$ cat src/rtl/game_pkg.sv
// Shared types and constants for the game flow controller.
//   game_state_t : 2-bit game state, encoding is also the value seen on the state port
//   START_KEY_DEF: default keycode that starts or restarts a game
//   SCORE_W      : score width in bits
package game_pkg;

  typedef enum logic [1:0] {
    ATTRACT  = 2'b00,
    RUN      = 2'b01,
    CRASH    = 2'b10,
    GAMEOVER = 2'b11
  } game_state_t;

  localparam logic [7:0] START_KEY_DEF = 8'h15;
  localparam int         SCORE_W       = 16;

endpackage

$ cat src/rtl/game_flow_ctrl_if.sv
// Signal bundle between the game flow controller and its neighbours
// (collision detector, keyboard interface, sprite/motion modules).
//   frame_tick, collision, keycode             : into the controller
//   collision_clr, game_run, npc_respawn,
//   crash_blink, lives, score, state           : out of the controller
// slave  = controller side, master = environment side.
interface game_flow_ctrl_if;
  import game_pkg::*;

  logic               frame_tick;
  logic               collision;
  logic [7:0]         keycode;
  logic               collision_clr;
  logic               game_run;
  logic               npc_respawn;
  logic               crash_blink;
  logic [1:0]         lives;
  logic [SCORE_W-1:0] score;
  game_state_t        state;

  modport slave (
    input  frame_tick, collision, keycode,
    output collision_clr, game_run, npc_respawn, crash_blink, lives, score, state
  );

  modport master (
    output frame_tick, collision, keycode,
    input  collision_clr, game_run, npc_respawn, crash_blink, lives, score, state
  );

endinterface

$ cat src/rtl/frame_divider.sv
// Modulo-N counter advanced by qualified frame ticks.
//   clk    : system clock
//   rst_i  : synchronous active-high reset
//   clr_i  : synchronous clear of the count
//   en_i   : counting enable (count holds while low)
//   tick_i : frame tick
//   wrap_o : high in the cycle whose tick takes the count from N-1 back to 0
module frame_divider #(
  parameter int N = 8
) (
  input  logic clk,
  input  logic rst_i,
  input  logic clr_i,
  input  logic en_i,
  input  logic tick_i,
  output logic wrap_o
);

  // N = 1 still needs a one-bit counter; it simply wraps on every tick.
  localparam int           W    = (N > 1) ? $clog2(N) : 1;
  localparam logic [W-1:0] LAST = W'(N - 1);

  logic [W-1:0] cnt_q, cnt_d;
  logic         step;

  assign step   = en_i & tick_i;
  assign wrap_o = step & (cnt_q == LAST);

  always_comb begin
    cnt_d = cnt_q;
    if (clr_i || wrap_o) cnt_d = '0;
    else if (step)       cnt_d = cnt_q + 1'b1;
  end

  always_ff @(posedge clk) begin
    if (rst_i) cnt_q <= '0;
    else       cnt_q <= cnt_d;
  end

endmodule

$ cat src/rtl/game_flow_ctrl.sv
// Game flow sequencer: ATTRACT -> RUN -> CRASH -> RUN/GAMEOVER.
// Consumes the sticky collision flag and the USB keycode; drives motion
// enable, NPC respawn pulses, crash blink, lives and a saturating score.
//   clk   : system clock
//   Reset : synchronous active-high reset
//   gf    : controller side of game_flow_ctrl_if (see interface header)
//
//   state    | meaning
//   ATTRACT  | idle after reset, waiting for a start key press
//   RUN      | game in motion, score advances every SCORE_DIV frames
//   CRASH    | motion frozen for CRASH_FRAMES frames, crash_blink flashing
//   GAMEOVER | no lives left, waiting for a start key press
module game_flow_ctrl
  import game_pkg::*;
#(
  parameter logic [7:0] START_KEY    = START_KEY_DEF,
  parameter int         LIVES        = 3,
  parameter int         CRASH_FRAMES = 120,
  parameter int         SCORE_DIV    = 8,
  parameter int         BLINK_PERIOD = 8
) (
  input logic              clk,
  input logic              Reset,
  game_flow_ctrl_if.slave  gf
);

  localparam logic [1:0]         LIVES_INIT = 2'(LIVES);
  localparam int                 BLINK_W    = (BLINK_PERIOD > 1) ? $clog2(BLINK_PERIOD) : 1;
  localparam logic [BLINK_W-1:0] BLINK_LAST = BLINK_W'(BLINK_PERIOD - 1);

  game_state_t        state_q;
  logic [7:0]         key_q;
  logic [1:0]         lives_q;
  logic [SCORE_W-1:0] score_q;
  logic [BLINK_W-1:0] blink_cnt_q;
  logic               game_run_q;
  logic               npc_respawn_q;
  logic               collision_clr_q;
  logic               crash_blink_q;

  logic start_evt;
  logic idle;
  logic game_start;
  logic run_to_crash;
  logic score_step;
  logic crash_tick;
  logic crash_done;

  // Rising edge of the start key only, so a held key starts one game.
  assign start_evt    = (gf.keycode == START_KEY) && (key_q != START_KEY);
  assign idle         = (state_q == ATTRACT) || (state_q == GAMEOVER);
  assign game_start   = idle && start_evt;
  assign run_to_crash = (state_q == RUN) && gf.collision;
  assign crash_tick   = (state_q == CRASH) && gf.frame_tick;

  // Collision masks the score divider so a coincident tick earns nothing.
  frame_divider #(.N(SCORE_DIV)) u_score_div (
    .clk    (clk),
    .rst_i  (Reset),
    .clr_i  (game_start),
    .en_i   ((state_q == RUN) && !gf.collision),
    .tick_i (gf.frame_tick),
    .wrap_o (score_step)
  );

  frame_divider #(.N(CRASH_FRAMES)) u_crash_tmr (
    .clk    (clk),
    .rst_i  (Reset),
    .clr_i  (run_to_crash),
    .en_i   (state_q == CRASH),
    .tick_i (gf.frame_tick),
    .wrap_o (crash_done)
  );

  always_ff @(posedge clk) begin
    if (Reset) begin
      state_q         <= ATTRACT;
      key_q           <= '0;
      lives_q         <= LIVES_INIT;
      score_q         <= '0;
      blink_cnt_q     <= '0;
      game_run_q      <= 1'b0;
      npc_respawn_q   <= 1'b0;
      collision_clr_q <= 1'b0;
      crash_blink_q   <= 1'b0;
    end else begin
      key_q           <= gf.keycode;
      npc_respawn_q   <= 1'b0;
      collision_clr_q <= 1'b0;

      if (score_step && (score_q != '1)) score_q <= score_q + 1'b1;

      unique case (state_q)
        ATTRACT, GAMEOVER: begin
          // Flush any stale flag so it cannot crash the next game at once.
          collision_clr_q <= gf.collision;
          if (start_evt) begin
            state_q       <= RUN;
            lives_q       <= LIVES_INIT;
            score_q       <= '0;
            npc_respawn_q <= 1'b1;
            game_run_q    <= 1'b1;
          end
        end

        RUN: begin
          if (gf.collision) begin
            state_q         <= CRASH;
            lives_q         <= lives_q - 1'b1;
            collision_clr_q <= 1'b1;
            crash_blink_q   <= 1'b1;
            blink_cnt_q     <= '0;
            game_run_q      <= 1'b0;
          end
        end

        CRASH: begin
          if (crash_done) begin
            crash_blink_q <= 1'b0;
            if (lives_q == 2'd0) begin
              state_q <= GAMEOVER;
            end else begin
              state_q       <= RUN;
              npc_respawn_q <= 1'b1;
              game_run_q    <= 1'b1;
            end
          end else if (crash_tick) begin
            if (blink_cnt_q == BLINK_LAST) begin
              blink_cnt_q   <= '0;
              crash_blink_q <= ~crash_blink_q;
            end else begin
              blink_cnt_q <= blink_cnt_q + 1'b1;
            end
          end
        end
      endcase
    end
  end

  assign gf.state         = state_q;
  assign gf.lives         = lives_q;
  assign gf.score         = score_q;
  assign gf.game_run      = game_run_q;
  assign gf.npc_respawn   = npc_respawn_q;
  assign gf.collision_clr = collision_clr_q;
  assign gf.crash_blink   = crash_blink_q;

endmodule
$ cat src/flat_wrapper.sv
// flat-port wrapper written by rule: the top's interface ports become plain ports
module game_flow_ctrl_flat import game_pkg::*;
#(
  parameter logic [7:0] START_KEY    = START_KEY_DEF,
  parameter int         LIVES        = 3,
  parameter int         CRASH_FRAMES = 120,
  parameter int         SCORE_DIV    = 8,
  parameter int         BLINK_PERIOD = 8
)
  (clk, Reset, gf_frame_tick, gf_collision, gf_keycode, gf_collision_clr, gf_game_run, gf_npc_respawn, gf_crash_blink, gf_lives, gf_score, gf_state);
  game_flow_ctrl_if gf_i ();
  input logic clk;
  input logic Reset;
  input wire logic [$bits(gf_i.frame_tick)-1:0] gf_frame_tick;
  input wire logic [$bits(gf_i.collision)-1:0] gf_collision;
  input wire logic [$bits(gf_i.keycode)-1:0] gf_keycode;
  output wire logic [$bits(gf_i.collision_clr)-1:0] gf_collision_clr;
  output wire logic [$bits(gf_i.game_run)-1:0] gf_game_run;
  output wire logic [$bits(gf_i.npc_respawn)-1:0] gf_npc_respawn;
  output wire logic [$bits(gf_i.crash_blink)-1:0] gf_crash_blink;
  output wire logic [$bits(gf_i.lives)-1:0] gf_lives;
  output wire logic [$bits(gf_i.score)-1:0] gf_score;
  output wire logic [$bits(gf_i.state)-1:0] gf_state;
  assign gf_i.frame_tick = gf_frame_tick;
  assign gf_i.collision = gf_collision;
  assign gf_i.keycode = gf_keycode;
  assign gf_collision_clr = gf_i.collision_clr;
  assign gf_game_run = gf_i.game_run;
  assign gf_npc_respawn = gf_i.npc_respawn;
  assign gf_crash_blink = gf_i.crash_blink;
  assign gf_lives = gf_i.lives;
  assign gf_score = gf_i.score;
  assign gf_state = gf_i.state;
  game_flow_ctrl #(.START_KEY(START_KEY), .LIVES(LIVES), .CRASH_FRAMES(CRASH_FRAMES), .SCORE_DIV(SCORE_DIV), .BLINK_PERIOD(BLINK_PERIOD)) u_core (.clk(clk), .Reset(Reset), .gf(gf_i));
endmodule
$ cat config.mk
export PLATFORM = sky130hd
export DESIGN_NAME = game_flow_ctrl_flat
export DESIGN_NICKNAME = d
export VERILOG_FILES = /design/src/rtl/game_pkg.sv /design/src/rtl/game_flow_ctrl_if.sv /design/src/rtl/frame_divider.sv /design/src/rtl/game_flow_ctrl.sv /design/src/flat_wrapper.sv
export SDC_FILE = /design/constraint.sdc
export NUM_CORES = 1
export LEC_CHECK = 0
export CORE_MARGIN = 2
export CORE_UTILIZATION = 48
export CTS_BUF_LIST = sky130_fd_sc_hd__clkbuf_8 sky130_fd_sc_hd__clkbuf_16
export CTS_CLUSTER_DIAMETER = 150
export CTS_CLUSTER_SIZE = 16
export DETAILED_ROUTE_END_ITERATION = 6
export HOLD_SLACK_MARGIN = 0.02
export PLACE_DENSITY_LB_ADDON = 0.1
export SYNTH_ARGS = -nofsm -noshare
export SYNTH_HDL_FRONTEND = slang
export SYNTH_HIERARCHICAL = 1
export SYNTH_SLANG_ARGS = --single-unit
$ cat constraint.sdc
create_clock -name clk -period 2.7 [get_ports clk]
set_input_delay 0.54 -clock clk [delete_from_list [all_inputs] [get_ports clk]]
set_output_delay 0.54 -clock clk [all_outputs]
set_load 0.01 [all_outputs]
# --- Yosys cells after proc, flatten, opt, wreduce, memory -nomap -nowiden ---
# Index checks and enable logic that the tools add are counted.
totals:
  regBits: 45
  latchBits: 0
  mem_bits_rw: 0
  romBits: 0
  inputBits: 12
  out_inout_bits: 24
  word_cells: 92
  mem_count: 0
classes:
  addsub: 5
  n_mul: 0
  div: 0
  magnitude_cmp: 0
  eq_ne: 17
  n_shift: 0
  muxes: 32
  bitwise: 5
  n_reduce_logical: 22
op_table:
  columns: ["operator", "count"]
  rows:
  - ["$mux 16", 3]
  - ["$add 16x1->16 const B", 1]
  - ["$ne 16x16->1 const B", 1]
  - ["$mux 1", 12]
  - ["$mux 2", 6]
  - ["$mux 3", 4]
  - ["$reduce_and 4->1", 3]
  - ["$eq 8x5->1 const B", 1]
  - ["$ne 8x5->1 const B", 1]
  - ["$add 7x1->7 const B", 1]
  - ["$eq 7x7->1 const B", 1]
  - ["$add 3x1->3 const B", 2]
  - ["$eq 3x3->1 const B", 2]
  - ["$logic_and 1x1->1", 6]
  - ["$ne 2x1->1 const B", 3]
  - ["$ne 2x2->1 const B", 3]
  - ["$ne 3x1->1 const B", 2]
  - ["$pmux 1 s2", 3]
  - ["$pmux 2 s3", 1]
  - ["$pmux 3 s2", 1]
  - ["$reduce_and 3->1", 2]
  - ["$reduce_or 2->1", 3]
  - ["$and 1x1->1", 4]
  - ["$eq 2x2->1 const B", 2]
  - ["other kinds (9)", 13]

# --- Logic depth before layout (Yosys ltp) ---
depth:
  word_depth: 8
  depth_mapped: 11
  mapped_depth_nobuf: 8

# --- Modules after synthesis ---
# Netlist, hierarchy kept.
modules_own_cells:
  columns: ["module", "n_inst", "cells_each", "area_per_inst_um2", "seq_area_each_um2"]
  rows:
  - ["game_flow_ctrl", 1, 202, 1800.5, 700.7]
  - ["frame_divider at u_core.u_crash_tmr", 1, 41, 351.6, 140.1]
  - ["frame_divider at u_core.u_score_div", 1, 16, 172.7, 60.1]

# --- Least setup slack after synthesis ---
# OpenSTA, ideal clock, no wires.
synth_timing:
  path_type: "register to register"
  from: "register u_core.state_q[0], in the netlist u_core/gf.state[0]"
  to: "register u_core.score_q[11], in the netlist u_core/gf.score[11]"
  setup_time_ns: 0.070
  t_arrival_ns: 2.645
  required_time_ns: 2.630
  slack_ns: -0.014
  path_stages_with_launch: 11
  path_buffers: 3
  period_less_slack_ns: 2.714
  cell_sequence: "dfxtp_1 -> ha_1 -> clkbuf_1 -> nor2b_1 -> and3_2 -> buf_2 -> and3_1 -> nand2b_1 -> buf_1 -> or4_1 -> a21oi_1"
synth_via:
  elab_chain_cells: 8
  word_cells_on_any_way: 11
  cone_classes: "2 x eq/ne; 3 x mux; 2 x bitwise; 4 x reduce/logical"
synth_lines:
  columns: ["element", "line_no", "text"]
  rows:
  - ["from (decl)", "game_flow_ctrl.sv:31", "game_state_t state_q;"]
  - ["from (signal assigned)", "game_flow_ctrl.sv:77", "state_q <= ATTRACT;"]
  - ["from (signal assigned)", "game_flow_ctrl.sv:98", "state_q <= RUN;"]
  - ["from (signal assigned)", "game_flow_ctrl.sv:108", "state_q <= CRASH;"]
  - ["$eq 2x1->1 (*)", "game_flow_ctrl.sv:61", ".en_i ((state_q == RUN) && !gf.collision),"]
  - ["$logic_and 1x1->1 (*)", "game_flow_ctrl.sv:61", null]
  - ["$and 1x1->1 (*)", "frame_divider.sv:26", "assign step = en_i & tick_i;"]
  - ["$and 1x1->1 (*)", "frame_divider.sv:27", "assign wrap_o = step & (cnt_q == LAST);"]
  - ["via u_core.score_step", "game_flow_ctrl.sv:45", "logic score_step;"]
  - ["$logic_and 1x1->1 (*)", "game_flow_ctrl.sv:91", "if (score_step && (score_q != '1)) score_q <= score_q + 1'b1;"]
  - ["$mux 16 (*)", "game_flow_ctrl.sv:91", null]
  - ["$mux 16", "game_flow_ctrl.sv:97", "if (start_evt) begin"]
  - ["$mux 16 (*)", "game_flow_ctrl.sv:93", "unique case (state_q)"]
  - ["to (signal assigned)", "game_flow_ctrl.sv:91", null]
  - ["to (decl)", "game_flow_ctrl.sv:34", "logic [SCORE_W-1:0] score_q;"]
# Mark *: on every way through the listed nets, which the timed path passes. The rest lies on a longest branch.
# A chain may end at the register's enable or synchronous reset.

# --- Worst setup path in the final report ---
layout_timing:
  from: "register u_core.state_q[1], in the netlist u_core/gf.state[1]"
  to: "register u_core.score_q[15], in the netlist u_core/gf.score[15]"
# Same word-level chain as after synthesis.

==> flow_metrics.tcl <==
set metrics [dict create \
    hold_viol_final 0 \
    areaGrowthSynthToFinish_pct 24.70 \
    syn_inst 259 \
    end_kind "flop" \
    die_w_um 73.60 \
    cts_tree "done" \
    cts.path.max_buffers 2 \
    synth_nets 281 \
    gp_routability_congestion 0.7890 \
    p_leak_nw 1.022 \
    crit_cells 8 \
    num_io_pins 36 \
    grt_usage 0.1778 \
    vias 2043 \
    synth_common_cells "dfxtp_1, a21oi_1, nand2_1" \
    syn_avg_cell_area_um2 8.976 \
    clkSinkCount 45 \
    drtIter0Drc 107 \
    yosysWarnings 6 \
    path_common_cell "nor4b_1" \
    floorplan.die_area_um2 5416 \
    cp.arrival_ns 2.56 \
    r2r_slack_ns 0.31 \
    dp_slack_ns 0.1428 \
    post-route-period-util 0.8837 \
    hp-class "flop to flop" \
    vias_per_cell 5.739 \
    cts-root-buf "clkbuf_8" \
    syn_area_um2 2325 \
    synth_cell_types 60 \
    cp.required_ns 2.87 \
    clock.fmax_mhz 419.1 \
    finalCriticalPeriod_ns 2.386 \
    worstHoldPathCells 2 \
    fp.dieH_um 73.60 \
    reg2regPathDepth 8 \
    setup_viol 0 \
    synthArstFlopShare 0 \
    overflow 0 \
    slowest_delay_ns 0.44 \
    cp-start-kind "flop" \
    final_antenna_net_count 0 \
    ys_seq_area_frac 0.3875 \
    post-route-cell-area_um2 2899 \
    yosys.area.top_type_share 0.3875 \
    ir_drop_uv 371.5 \
    final_nets 323 \
    critPathTopFamily "simple AND/OR/NAND/NOR gates" \
    cts_resized 0 \
    first_global_vias 1752 \
    n_antenna_cell 0 \
    post_drt_wl_per_cell_um 13.08 \
    drive_gt1_frac 0.09603 \
    status "complete, no violations" \
    postCtsSetupRepairBufs 0 \
    cts_buffers 5 \
    place_area_um2 2765 \
    hpwl_um 3377 \
    port_buffers 35 \
    n_fill_cell 425 \
    synth_edf_count 0 \
    cpMaxStageDelayCell "nor4b_1" \
    path_buf_inv 1 \
    drcViolationCount 0 \
    cp_cell_sequence "inv_1 -> ha_1 -> nor2b_2 -> and3_2 -> and3_1 -> nor4b_1 -> nor4b_1 -> a211oi_1" \
    maxCapViolations 0 \
    whs_ns 0.4831 \
    synth_flop_cell "dfxtp_1" \
    slew_violations 0 \
    yosysTopAreaCell "dfxtp_1" \
    grt_pass1_wl_um 7638 \
    rsz0062_at_grt "no" \
    htree_levels 2 \
    rows 25 \
    worst_slew_margin_rel 0.5815 \
    routed_wl_um 4658 \
    seqCellArea_um2 900.9 \
    clk_transition_reported_paths_ns 0.08 \
    finalSetupTns_ns 0 \
    post-synth-top-count-cell "dfxtp_1" \
    finalPower_mw 1.631 \
    start_util 0.4955 \
    ys_seq_elements 45 \
    final.setup_skew_ns 0.006051 \
    critPathMaxFanout 10 \
    antenna_found_initial 0 \
    critPathKind "flop to flop" \
    postCtsHoldBufs 0 \
    power_density_nw_per_um2 562.5 \
    clk_latency_ns 0.30 \
    dr.pass1.iters 4 \
    synthTopCellsByArea "dfxtp_1, ha_1, a21oi_1" \
    tightestPinTransition_ns 0.6196 \
    grt_max_degree 18 \
    core-area_um2 4692 \
    setup_slack_ns 0.3139 \
    multi_input_area_um2 1338 \
]
## tightest hold or removal path: stages (launching register included)
cell and delay [ns]:
dfxtp_1 0.32, nand2b_1 0.06, a21oi_1 0.05
## stage by stage
stage               utilization  std cells
finish                   0.6179        356
global route             0.6179        356
CTS                      0.6179        356
detailed placement       0.5893        348
global placement         0.5893        348
floorplan                     -        259
## final timing paths
path	from	end
hold reg to reg	u_core/blink_cnt_q[1]	u_core/blink_cnt_q[1]
setup / recovery	u_core/gf.state[1]	u_core/gf.score[15]
hold / removal	u_core/blink_cnt_q[1]	u_core/blink_cnt_q[1]
setup reg to reg	u_core/gf.state[1]	u_core/gf.score[15]
## report_power, final
part           internal (mW)  leakage, nW  switching [mW]  total, mW
registers              0.693        0.365          0.0207      0.714
clock network          0.367       0.0681           0.229      0.597
logic                  0.155        0.589           0.165      0.320
## logic make-up after synthesis
logic type	share of synthesized area
fa+ha+maj	0.05382
flops	0.3875
buf+inv	0.03821
simple gates	0.2831
compound gates	0.2045
xor+xnor	0.01130
mux	0.02153
## layout make-up
type,instances,share of cell area
clock inverters,3,0.02244
flip-flops and latches,45,0.3107
well taps,54,0.02331
clock buffers,5,0.02374
repair buffers,43,0.1416
inverters,13,0.01683
multi-input cells,193,0.4614
## registers in the layout, indices dropped and copies added (netlist names)
| register | cells |
|---|---|
| u_core/gf.score | 16 |
| u_core/key_q | 8 |
| u_core/u_crash_tmr/cnt_q | 7 |
| u_core/blink_cnt_q | 3 |
| u_core/u_score_div/cnt_q | 3 |
| u_core/gf.lives | 2 |
| u_core/gf.state | 2 |
| u_core/gf.collision_clr | 1 |
| u_core/gf.crash_blink | 1 |
| u_core/gf.game_run | 1 |
| u_core/gf.npc_respawn | 1 |
## layout by cell type (no fill, tap or decap), types with 2 or more instances in the layout
| cell | n |
|---|---|
| dfxtp_1 | 45 |
| clkdlybuf4s50_1 | 35 |
| a21oi_1 | 21 |
| nand2_1 | 18 |
| nor2_1 | 15 |
| inv_1 | 13 |
| o21ai_0 | 10 |
| ha_1 | 10 |
| nor2b_1 | 9 |
| nand3_1 | 8 |
| buf_4 | 8 |
| nor3_1 | 7 |
| o31ai_1 | 7 |
| nand2b_1 | 6 |
| a211oi_1 | 6 |
| clkbuf_8 | 5 |
| nand4_1 | 5 |
| or3_1 | 5 |
| or4_1 | 5 |
| mux2i_1 | 5 |
| nor4b_1 | 4 |
| nand3b_1 | 3 |
| xor2_1 | 3 |
| nand4b_1 | 3 |
| a21bo_1 | 3 |
| bufinv_16 | 2 |
| and3_1 | 2 |
| and2_1 | 2 |
| nor4_2 | 2 |
| o32ai_1 | 2 |
| o41ai_1 | 2 |
## per-layer routing
layer	part of all wire	vias to the layer above	track usage	routed length, µm
met4	0.015	0	0.06667	71
met2	0.45	47	0.2808	2083
met3	0.038	8	0.04115	177
met5	0	-	0	0
li1	-	1048	-	-
met1	0.50	940	0.2360	2326
No activity file was read; power rests on OpenSTA's default activity.
